==> src/rtl/chess_cursor.sv <==
// chess_cursor: keyboard-driven chessboard cursor with two-click move selection
// Ports: Clk/Reset (sync, active-high), frame_clk (async per-frame strobe), keycode (USB HID),
//        BallX/BallY/Ball_size (crosshair), cur_col/cur_row (cursor square), sel_active,
//        from_*/to_* (move squares), move_valid (one-Clk commit pulse).
// Option: define CHESS_CURSOR_WRAP_EN to wrap cursor moves at board edges instead of saturating.
module chess_cursor (
    input  logic       Clk,
    input  logic       Reset,
    input  logic       frame_clk,
    input  logic [7:0] keycode,
    output logic [9:0] BallX,
    output logic [9:0] BallY,
    output logic [9:0] Ball_size,
    output logic [2:0] cur_col,
    output logic [2:0] cur_row,
    output logic       sel_active,
    output logic [2:0] from_col,
    output logic [2:0] from_row,
    output logic [2:0] to_col,
    output logic [2:0] to_row,
    output logic       move_valid
);
    typedef enum logic {IDLE, HELD} state_t;
    state_t     r_state, w_state_n;
    logic       r_s1, r_s2, r_s3, r_mv;
    logic [7:0] r_prev_key;
    logic [2:0] r_col, r_row, r_from_col, r_from_row, r_to_col, r_to_row;
    logic [2:0] w_col_n, w_row_n, w_from_col, w_from_row, w_to_col, w_to_row;
    logic [9:0] r_bx, r_by;
    logic       w_tick, w_press, w_up, w_dn, w_lf, w_rt, w_sp, w_esc, w_commit;
    assign w_tick  = r_s2 & ~r_s3;
    // a key acts once per change of keycode, sampled only at frame ticks
    assign w_press = w_tick && (keycode != r_prev_key);
    assign w_up    = w_press && keycode == 8'h1A;
    assign w_dn    = w_press && keycode == 8'h16;
    assign w_lf    = w_press && keycode == 8'h04;
    assign w_rt    = w_press && keycode == 8'h07;
    assign w_sp    = w_press && keycode == 8'h2C;
    assign w_esc   = w_press && keycode == 8'h29;
`ifdef CHESS_CURSOR_WRAP_EN
    assign w_row_n = w_up ? r_row - 3'd1 : w_dn ? r_row + 3'd1 : r_row;
    assign w_col_n = w_lf ? r_col - 3'd1 : w_rt ? r_col + 3'd1 : r_col;
`else
    assign w_row_n = (w_up && r_row != 3'd0) ? r_row - 3'd1 : (w_dn && r_row != 3'd7) ? r_row + 3'd1 : r_row;
    assign w_col_n = (w_lf && r_col != 3'd0) ? r_col - 3'd1 : (w_rt && r_col != 3'd7) ? r_col + 3'd1 : r_col;
`endif
    always_comb begin
        w_state_n  = r_state;
        w_from_col = r_from_col;
        w_from_row = r_from_row;
        w_to_col   = r_to_col;
        w_to_row   = r_to_row;
        w_commit   = 1'b0;
        if (r_state == IDLE) begin
            if (w_sp) begin
                w_from_col = r_col;
                w_from_row = r_row;
                w_state_n  = HELD;
            end
        end else if (w_esc) begin
            w_state_n = IDLE;
        end else if (w_sp) begin
            w_state_n = IDLE;
            // second click on the source square is a cancel, not a null move
            if (r_col != r_from_col || r_row != r_from_row) begin
                w_to_col = r_col;
                w_to_row = r_row;
                w_commit = 1'b1;
            end
        end
    end
    always_ff @(posedge Clk) begin
        if (Reset) begin
            r_s1       <= 1'b0;
            r_s2       <= 1'b0;
            r_s3       <= 1'b0;
            r_prev_key <= 8'h00;
            r_col      <= 3'd4;
            r_row      <= 3'd6;
            r_bx       <= 10'd350;
            r_by       <= 10'd390;
            r_state    <= IDLE;
            r_from_col <= 3'd0;
            r_from_row <= 3'd0;
            r_to_col   <= 3'd0;
            r_to_row   <= 3'd0;
            r_mv       <= 1'b0;
        end else begin
            r_s1       <= frame_clk;
            r_s2       <= r_s1;
            r_s3       <= r_s2;
            r_prev_key <= w_tick ? keycode : r_prev_key;
            r_col      <= w_col_n;
            r_row      <= w_row_n;
            // square centre: board X offset 80 plus half a 60 px square
            r_bx       <= 10'd110 + 10'd60 * {7'd0, w_col_n};
            r_by       <= 10'd30 + 10'd60 * {7'd0, w_row_n};
            r_state    <= w_state_n;
            r_from_col <= w_from_col;
            r_from_row <= w_from_row;
            r_to_col   <= w_to_col;
            r_to_row   <= w_to_row;
            r_mv       <= w_commit;
        end
    end
    assign BallX      = r_bx;
    assign BallY      = r_by;
    assign Ball_size  = 10'd12;
    assign cur_col    = r_col;
    assign cur_row    = r_row;
    assign sel_active = (r_state == HELD);
    assign from_col   = r_from_col;
    assign from_row   = r_from_row;
    assign to_col     = r_to_col;
    assign to_row     = r_to_row;
    assign move_valid = r_mv;
endmodule

==> config.mk <==
export PLATFORM = sky130hd
export DESIGN_NAME = chess_cursor
export DESIGN_NICKNAME = d
export VERILOG_FILES = /design/src/rtl/chess_cursor.sv
export SDC_FILE = /design/constraint.sdc
export NUM_CORES = 1
export LEC_CHECK = 0
export BUFFER_PORTS_ARGS = -buffer_cell sky130_fd_sc_hd__buf_4
export CAP_MARGIN = 20
export CORE_ASPECT_RATIO = 1.4
export CORE_MARGIN = 1.5
export CORE_UTILIZATION = 25
export DETAILED_ROUTE_END_ITERATION = 12
export GPL_ROUTABILITY_DRIVEN = 0
export GPL_TIMING_DRIVEN = 0
export HOLD_SLACK_MARGIN = 0.02
export PLACE_DENSITY = 0.42
export RECOVER_POWER = 50
export SLEW_MARGIN = 20
export SYNTH_ARGS = -nofsm -noshare
export SYNTH_HDL_FRONTEND = slang
export SYNTH_SLANG_ARGS = --single-unit
==> constraint.sdc <==
create_clock -name Clk -period 3.6 [get_ports Clk]
set_clock_uncertainty 0.05 [all_clocks]
set_input_delay 0.18 -clock Clk [delete_from_list [all_inputs] [get_ports Clk]]
set_output_delay 0.18 -clock Clk [all_outputs]
set_load 0.02 [all_outputs]
==> results by group, run 1 <==
Yosys
  • Syn avg cell area: 9.38 um^2
  • Syn Inst Count: 298
  • Area share of the leading cell type in the synthesized netlist: 0.322
  • Post-synth EDFFs: 0
  • Syn. warnings: 0
  • Synth Register Bits: 45
  • Synth area leaders: dfxtp_1, ha_1, xnor2_1
  • Ys flop type: dfxtp_1
  • Post-synthesis cell area: 2800 um^2
  • Fraction of registers with async set/reset: 0
  • Post-synth cell types: 60
  • Synth area leader: dfxtp_1
  • Seq/Total Area, Yosys: 0.322

Timing
  • Max Slew Vio Count: 0
  • Fin crit share: 1.02
  • Post-route worst setup slack: -0.0753 ns
  • Tmin final: 3.68 ns
  • Hold Vio Cnt, Final: 0
  • Relative slew margins: 0.584
  • Setup TNS: -0.160 ns
  • Fmax achieved: 272 MHz
  • Finish-stage setup viols: 3
  • RSZ-0062 raised after global routing: true
  • Worst Tran Pin Value: 0.624 ns

Worst setup path
  • Crit Path Max Fanout: 4
  • Setup crit start kind: flip-flop
  • Crit end category: flip-flop
  • CP arrival: 3.81 ns
  • Worst EP required: 3.73 ns
  • Kind of critical path: flip-flop to flip-flop

GRT
  • Initial antenna violation count: 0
  • Grt ovf: 0
  • Vias in the first global route: 2265
  • Global-route wire length before repair: 11500 um
  • Largest net degree at the start of global routing: 15
  • GRT Util Overall: 0.126

Floorplan
  • Initial Utilization: 0.257
  • IO Count: 61
  • Core area: 10900 um^2
  • Cell row count: 45
  • Die width: 92.4 um
  • Die Footprint: 11800 um^2
  • Die Height: 128 um

Power
  • Largest vdd supply drop: 0.184 mV
  • P_leak: 1.68 nW
  • P per Cell Area: 343 nW/um^2
  • Total Power: 1.41 mW

CTS
  • H-tree levels: 2
  • Clk_lat worst skew: 0.29 ns
  • CTS tree: yes
  • Clock Path Buffers: 2
  • Root Buffer: clkbuf_16
  • Clk slew on worst S/H paths: 0.07 ns
  • CTS sink cnt: 45
  • Total CTS buffers: 5

Place
  • Place WS: -0.403 ns
  • IO buf count: 45
  • Detailed placement HPWL: 5210 um

Detailed routing
  • Via count: 2283
  • Routed Antenna Nets: 0
  • Initial detailed-routing violation count: 67
  • First drt pass iteration count: 4
  • WL/cell: 13.3 um
  • Drt total wl: 7120 um
  • DRC: 0
  • Drt via density: 4.28

Final layout
  • Final Util: 0.377
  • Final net count: 431
  • N_diodes: 0
  • Share of cells above drive strength 1: 0.417
  • Area Growth Syn to Fin: 46.5%

Status
  • Violated checks: negative setup slack
  • Status: finished with violations

Min path
  • HP Class: input port to flip-flop

Job
  • # Max-Cap Violations: 0
path summary, 6_finish.rpt:
path / start / to / slack, ns / cells after the start
hold reg to reg: r_s1 / r_s2 / 0.40 / 1
hold / removal: frame_clk / r_s1 / 0.06 / 2
setup / recovery: cur_col[0] / BallX[7] / -0.08 / 16
setup reg to reg: cur_col[0] / BallX[7] / -0.08 / 16
stage by stage:
| step | instances | hold slack [ns] | instance area, um^2 |
|---|---|---|---|
| finish | 534 | 0.0594 | 4100 |
| global route | 534 | 0.0627 | 4100 |
| CTS | 523 | 0.0611 | 3870 |
| detailed placement | 496 | 0.358 | 3460 |
| global placement | 496 | 0.360 | 3460 |
| floorplan | 310 | 0.258 | 2940 |
layout by cell type, fill, tap and decap left out, types with 3 or more instances in the layout:
cell type	n
xnor2_1	12
xnor2_2	5
nor2_1	25
inv_1	10
nor3_1	4
ha_1	15
nand2_1	19
a21oi_2	4
dfxtp_1	40
mux2i_1	13
ha_4	7
a21oi_1	13
buf_6	3
xor2_1	5
nor2b_1	7
or2_2	3
dfxtp_4	4
o211ai_1	3
inv_2	5
fa_2	4
clkbuf_1	5
a21o_1	6
nand2b_1	9
clkbuf_16	6
conb_1	14
buf_4	90
layout make-up:
type / count / area, um^2
Inverter: 16 / 63.8
Tap cell: 141 / 176
Clock inverter: 2 / 35.0
Timing Repair Buffer: 75 / 571
Clock buffer: 6 / 150
Multi-Input combinational cell: 224 / 2020
Fill cell: 1107 / 6770
Sequential cell: 45 / 917
Buffer: 25 / 166
worst max-delay path, cell delays in order, from the launching register on:
cell and delay [ns]:
dfxtp_4 0.36, ha_4 0.16, ha_4 0.15, and4bb_1 0.25
nor3b_4 0.27, nor2_1 0.07, o21a_1 0.20, a21oi_4 0.14
inv_2 0.05, fa_1 0.49, inv_2 0.07, ha_4 0.16
fa_2 0.38, xor2_4 0.18, nor3_2 0.11, a21o_1 0.18
mux2_4 0.30
registers in the layout (all words and copies together) (netlist names), 2 cells and up:
| signal | flops |
|---|---|
| from_col | 3 |
| from_row | 3 |
| r_prev_key | 8 |
| BallY | 8 |
| to_col | 3 |
| cur_col | 3 |
| BallX | 7 |
| cur_row | 2 |
| to_row | 3 |
cell usage after synthesis, drive strengths merged (2+ instances only):
cell type   n
nor3        8
dfxtp      45
nor2       25
nor2b       8
o31ai       2
conb        2
or2         3
mux2i      13
and2        2
xor2        7
nand3       2
nand2      20
or4         2
and4bb      2
a21o        6
o211ai      3
nand4       3
a21oi      18
ha         22
buf        19
nor4        2
inv        16
clkbuf      6
fa          6
o21ai       5
nor3b       2
xnor2      18
nand2b     10
where the power goes:
| group | internal, mW | switching [mW] |
|---|---|---|
| combinational | 0.144 | 0.159 |
| sequential | 0.518 | 0.00838 |
| clock | 0.369 | 0.208 |
per-layer routing:
| layer | vias to the layer above | part of all wire | track usage |
|---|---|---|---|
| met2 | 41 | 0.53 | 0.229 |
| met5 | - | 0 | 0 |
| met1 | 1061 | 0.41 | 0.140 |
| met4 | 0 | 0.024 | 0.0534 |
| met3 | 11 | 0.037 | 0.0285 |
| li1 | 1170 | - | - |
cell families after synthesis:
logic type,count (synthesis),synth area share
AND/OR/NAND/NOR,98,0.207
multiplexers,14,0.0519
buffers and inverters,41,0.0806
flip-flops,45,0.322
adder cells (fa/ha/maj),28,0.141
AO/OA/AOI/OAI,45,0.113
other,2,0.00269
XOR/XNOR,25,0.0810
what timing repair did:
item | CTS | global route
gates cloned | 0 | 0
pin swaps | 17 | 15
resized for setup | 19 | 28
buffers inserted | 19 | 11
hold buffers | 0 | 0
endpoints found under the setup margin | 8 | 7
Power figures use the tool's default switching activity.
==> run 2: changes to the inputs <==
- ABC_AREA: default -> 1
- CELL_PAD_IN_SITES_DETAIL_PLACEMENT: default -> 0
- CELL_PAD_IN_SITES_GLOBAL_PLACEMENT: default -> 1
- CORE_ASPECT_RATIO: 1.4 -> default
- PLACE_DENSITY: 0.42 -> 0.55
==> results by group, run 2 <==
CTS
  • CTS tree: yes (unchanged)
  • Clk slew on worst S/H paths: 0.07 ns (about the same)
  • CTS sink cnt: 45 (unchanged)
  • Clock Path Buffers: 2 (unchanged)
  • Clk_lat worst skew: 0.29 ns (about the same)
  • Root Buffer: clkbuf_16 (unchanged)
  • Total CTS buffers: 5 (unchanged)
  • H-tree levels: 2 (unchanged)

Worst setup path
  • CP arrival: 3.68 ns (was 3.81 ns)
  • Crit end category: flip-flop (unchanged)
  • CP most frequent cell: inv_2 (was ha_4)
  • Crit-path cells: ha_4 -> ha_4 -> inv_2 -> nand3_4 -> nor3_4 -> nand2_4 -> o21ai_1 -> nand2_1 -> o21ai_4 -> inv_2 -> fa_1 -> inv_2 -> ha_4 -> fa_2 -> or2_4 -> a21oi_2 -> inv_2 -> nor3_2 -> nand3_1 -> nand2_2 -> nand2_2 -> nand2_1 -> nor2_1 (was ha_4 -> ha_4 -> and4bb_1 -> nor3b_4 -> nor2_1 -> o21a_1 -> a21oi_4 -> inv_2 -> fa_1 -> inv_2 -> ha_4 -> fa_2 -> xor2_4 -> nor3_2 -> a21o_1 -> mux2_4)
  • Kind of critical path: flip-flop to flip-flop (unchanged)
  • Worst path max stage delay: 0.52 ns (was 0.49 ns)
  • Crit Path Max Fanout: 6 (was 4)
  • CP bufs+invs: 4 (was 2)
  • Setup crit start kind: flip-flop (unchanged)
  • Cell family with most CP delay: adder cells (unchanged)
  • Worst EP required: 3.73 ns (about the same)
  • CP max-delay cell: fa_1 (unchanged)

Yosys
  • Synth area leaders: dfxtp_1, nand2_1, ha_1 (was dfxtp_1, ha_1, xnor2_1)
  • Post-synth EDFFs: 0 (unchanged)
  • Area share of the leading cell type in the synthesized netlist: 0.307 (was 0.322)
  • Post-synthesis cell area: 2940 um^2 (was 2800 um^2)
  • Synth area leader: dfxtp_1 (unchanged)
  • Seq/Total Area, Yosys: 0.307 (was 0.322)
  • Syn Inst Count: 397 (was 298)
  • Syn avg cell area: 7.39 um^2 (was 9.38 um^2)
  • Syn. warnings: 0 (unchanged)
  • Fraction of registers with async set/reset: 0 (unchanged)
  • Ys flop type: dfxtp_1 (unchanged)
  • Post-synth cell types: 37 (was 60)
  • Top-count cell post-synth: nand2_1 (was dfxtp_1)
  • Synth Register Bits: 45 (unchanged)
  • Commonest cells post-synth: nand2_1, inv_1, dfxtp_1 (was dfxtp_1, nor2_1, ha_1)

Final layout
  • Share of cells above drive strength 1: 0.314 (was 0.417)
  • Final instance area: 3970 um^2 (was 4100 um^2)
  • Area Growth Syn to Fin: 35.4% (was 46.5%)
  • Commonest non-fill, non-tap cell in the layout: nand2_1 (was buf_4)
  • Register area: 920 um^2 (was 917 um^2)
  • Finished Layout Cells: 633 (was 534)
  • N_diodes: 0 (unchanged)
  • # fillers: 1287 (was 1107)
  • Area of the multi-input gates: 1890 um^2 (was 2020 um^2)
  • Most frequent cells in the layout: nand2_1, buf_4, inv_1 (was buf_4, dfxtp_1, nor2_1)
  • Final net count: 528 (was 431)

GRT
  • Vias in the first global route: 2600 (was 2265)
  • Grt ovf: 0 (unchanged)
  • Largest net degree at the start of global routing: 14 (was 15)
  • GRT Util Overall: 0.129 (was 0.126)
  • Global-route wire length before repair: 13000 um (was 11500 um)
  • Initial antenna violation count: 0 (unchanged)

Detailed routing
  • First drt pass iteration count: 4 (unchanged)
  • DRC: 0 (unchanged)
  • Routed Antenna Nets: 0 (unchanged)
  • WL met2: 3450 um (was 3750 um)
  • Top sig layer: met4 (unchanged)
  • M1 wire length: 3990 um (was 2940 um)
  • Drt via density: 4.21 (was 4.28)
  • Drt total wl: 7750 um (was 7120 um)
  • WL/cell: 12.2 um (was 13.3 um)
  • Initial detailed-routing violation count: 124 (was 67)
  • Via count: 2663 (was 2283)
  • Met3 Routed Length: 260 um (was 261 um)

Floorplan
  • Die Footprint: 12400 um^2 (was 11800 um^2)
  • Die width: 111 um (was 92.4 um)
  • Cell row count: 39 (was 45)
  • Initial Utilization: 0.257 (about the same)
  • Die Height: 111 um (was 128 um)
  • IO Count: 61 (unchanged)
  • Core area: 11400 um^2 (was 10900 um^2)

Timing
  • Hold Vio Cnt, Final: 0 (unchanged)
  • Fin crit share: 0.986 (was 1.02)
  • Finish-stage setup viols: 0 (was 3)
  • Relative slew margins: 0.579 (was 0.584)
  • Worst Tran Pin Value: 0.631 ns (was 0.624 ns)
  • Fin Hold WS: 0.0422 ns (was 0.0594 ns)
  • Max Slew Vio Count: 0 (unchanged)
  • RSZ-0062 raised after global routing: true (unchanged)
  • Fmax achieved: 282 MHz (was 272 MHz)
  • Tmin final: 3.55 ns (was 3.68 ns)

Power
  • P per Cell Area: 284 nW/um^2 (was 343 nW/um^2)
  • P_leak: 1.88 nW (was 1.68 nW)
  • Largest vdd supply drop: 0.190 mV (was 0.184 mV)
  • Total Power: 1.13 mW (was 1.41 mW)

Place
  • IO buf count: 46 (was 45)
  • Detailed placement HPWL: 5730 um (was 5210 um)
  • DP Area: 3520 um^2 (was 3460 um^2)
  • DP Cell Count: 598 (was 496)

Status
  • Status: finished clean (was finished with violations)

Job
  • # Max-Cap Violations: 0 (unchanged)

Min path
  • HP Class: input port to flip-flop (unchanged)
[run 2: changes by cell type after synthesis, sizes merged, moves of 6 or more]
| cell | delta |
|---|---|
| nand2b | -10 |
| mux2i | -13 |
| a21oi | +13 |
| nand3 | +21 |
| inv | +42 |
| a21o | -6 |
| nor2b | -8 |
| nand2 | +75 |
| nor2 | +9 |
| xnor2 | -11 |
| o21ai | +19 |
[run 2: final cells by class]
class,instances,area share
inverter,58,0.0548
timing repair buffer,73,0.111
sequential,45,0.231
multi-input combinational,284,0.477
buffer,22,0.0409
clock buffer,7,0.0384
clock inverter,1,0.00126
tap,143,0.0450
[run 2: timing repair]
| action | CTS | global route |
|---|---|---|
| endpoints found under the setup margin | 8 | 7 |
| gates cloned | 0 | 0 |
| hold endpoints to repair | 0 | 0 |
| resized for setup | 29 | 31 |
| hold buffers | 0 | 0 |
| pin swaps | 15 | 26 |
| buffers inserted | 19 | 8 |
[run 2: per-layer routing]
metal	global-route usage	vias to the layer above
li1	-	1411
met1	0.179	1202
met2	0.207	46
met3	0.0267	4
met4	0.0321	0
met5	0	-
[run 2: path summary, 6_finish.rpt]
kind / endpoint / depth (start not counted) / slack (ns) / from
worst min register to register: r_s2 / 2 / 0.35 / r_s1
worst max-delay path: BallX[7] / 23 / 0.05 / cur_col[0]
worst min-delay path: r_s1 / 3 / 0.04 / frame_clk
worst max register to register: BallX[7] / 23 / 0.05 / cur_col[0]
[run 2: logic make-up (layout without fill, tap and decap cells)]
group	after synthesis	count (layout)	synth area share
flip-flops	45	45	0.307
adder cells (fa/ha/maj)	28	28	0.135
buffers and inverters	80	161	0.130
AO/OA/AOI/OAI	62	62	0.122
AND/OR/NAND/NOR	170	170	0.275
other	2	14	0.00256
XOR/XNOR	10	10	0.0298
[run 2: report_power, final]
group	switching (mW)	internal (mW)	total [mW]
clock	0.205	0.295	0.500
combinational	0.0757	0.0436	0.119
sequential	0.00439	0.504	0.509
[run 2: worst register-to-register path: cells and delay by family (launching register included)]
family | cells | cell delay (ns)
adder cells (fa/ha/maj) | 5 | 1.32
AND/OR/NAND/NOR | 11 | 1.09
flip-flops | 1 | 0.37
buffers and inverters | 4 | 0.25
AO/OA/AOI/OAI | 3 | 0.35
[run 2: stage by stage]
| step | util | worst slack, ns | setup TNS (ns) |
|---|---|---|---|
| after floorplan | - | 0.0152 | 0 |
| after global placement | 0.309 | -0.618 | -3.48 |
| after detailed placement | 0.309 | -0.600 | -3.26 |
| after CTS | 0.344 | -0.0811 | -0.114 |
| after global routing | 0.348 | -0.149 | -0.621 |
| final | 0.348 | 0.0509 | 0 |
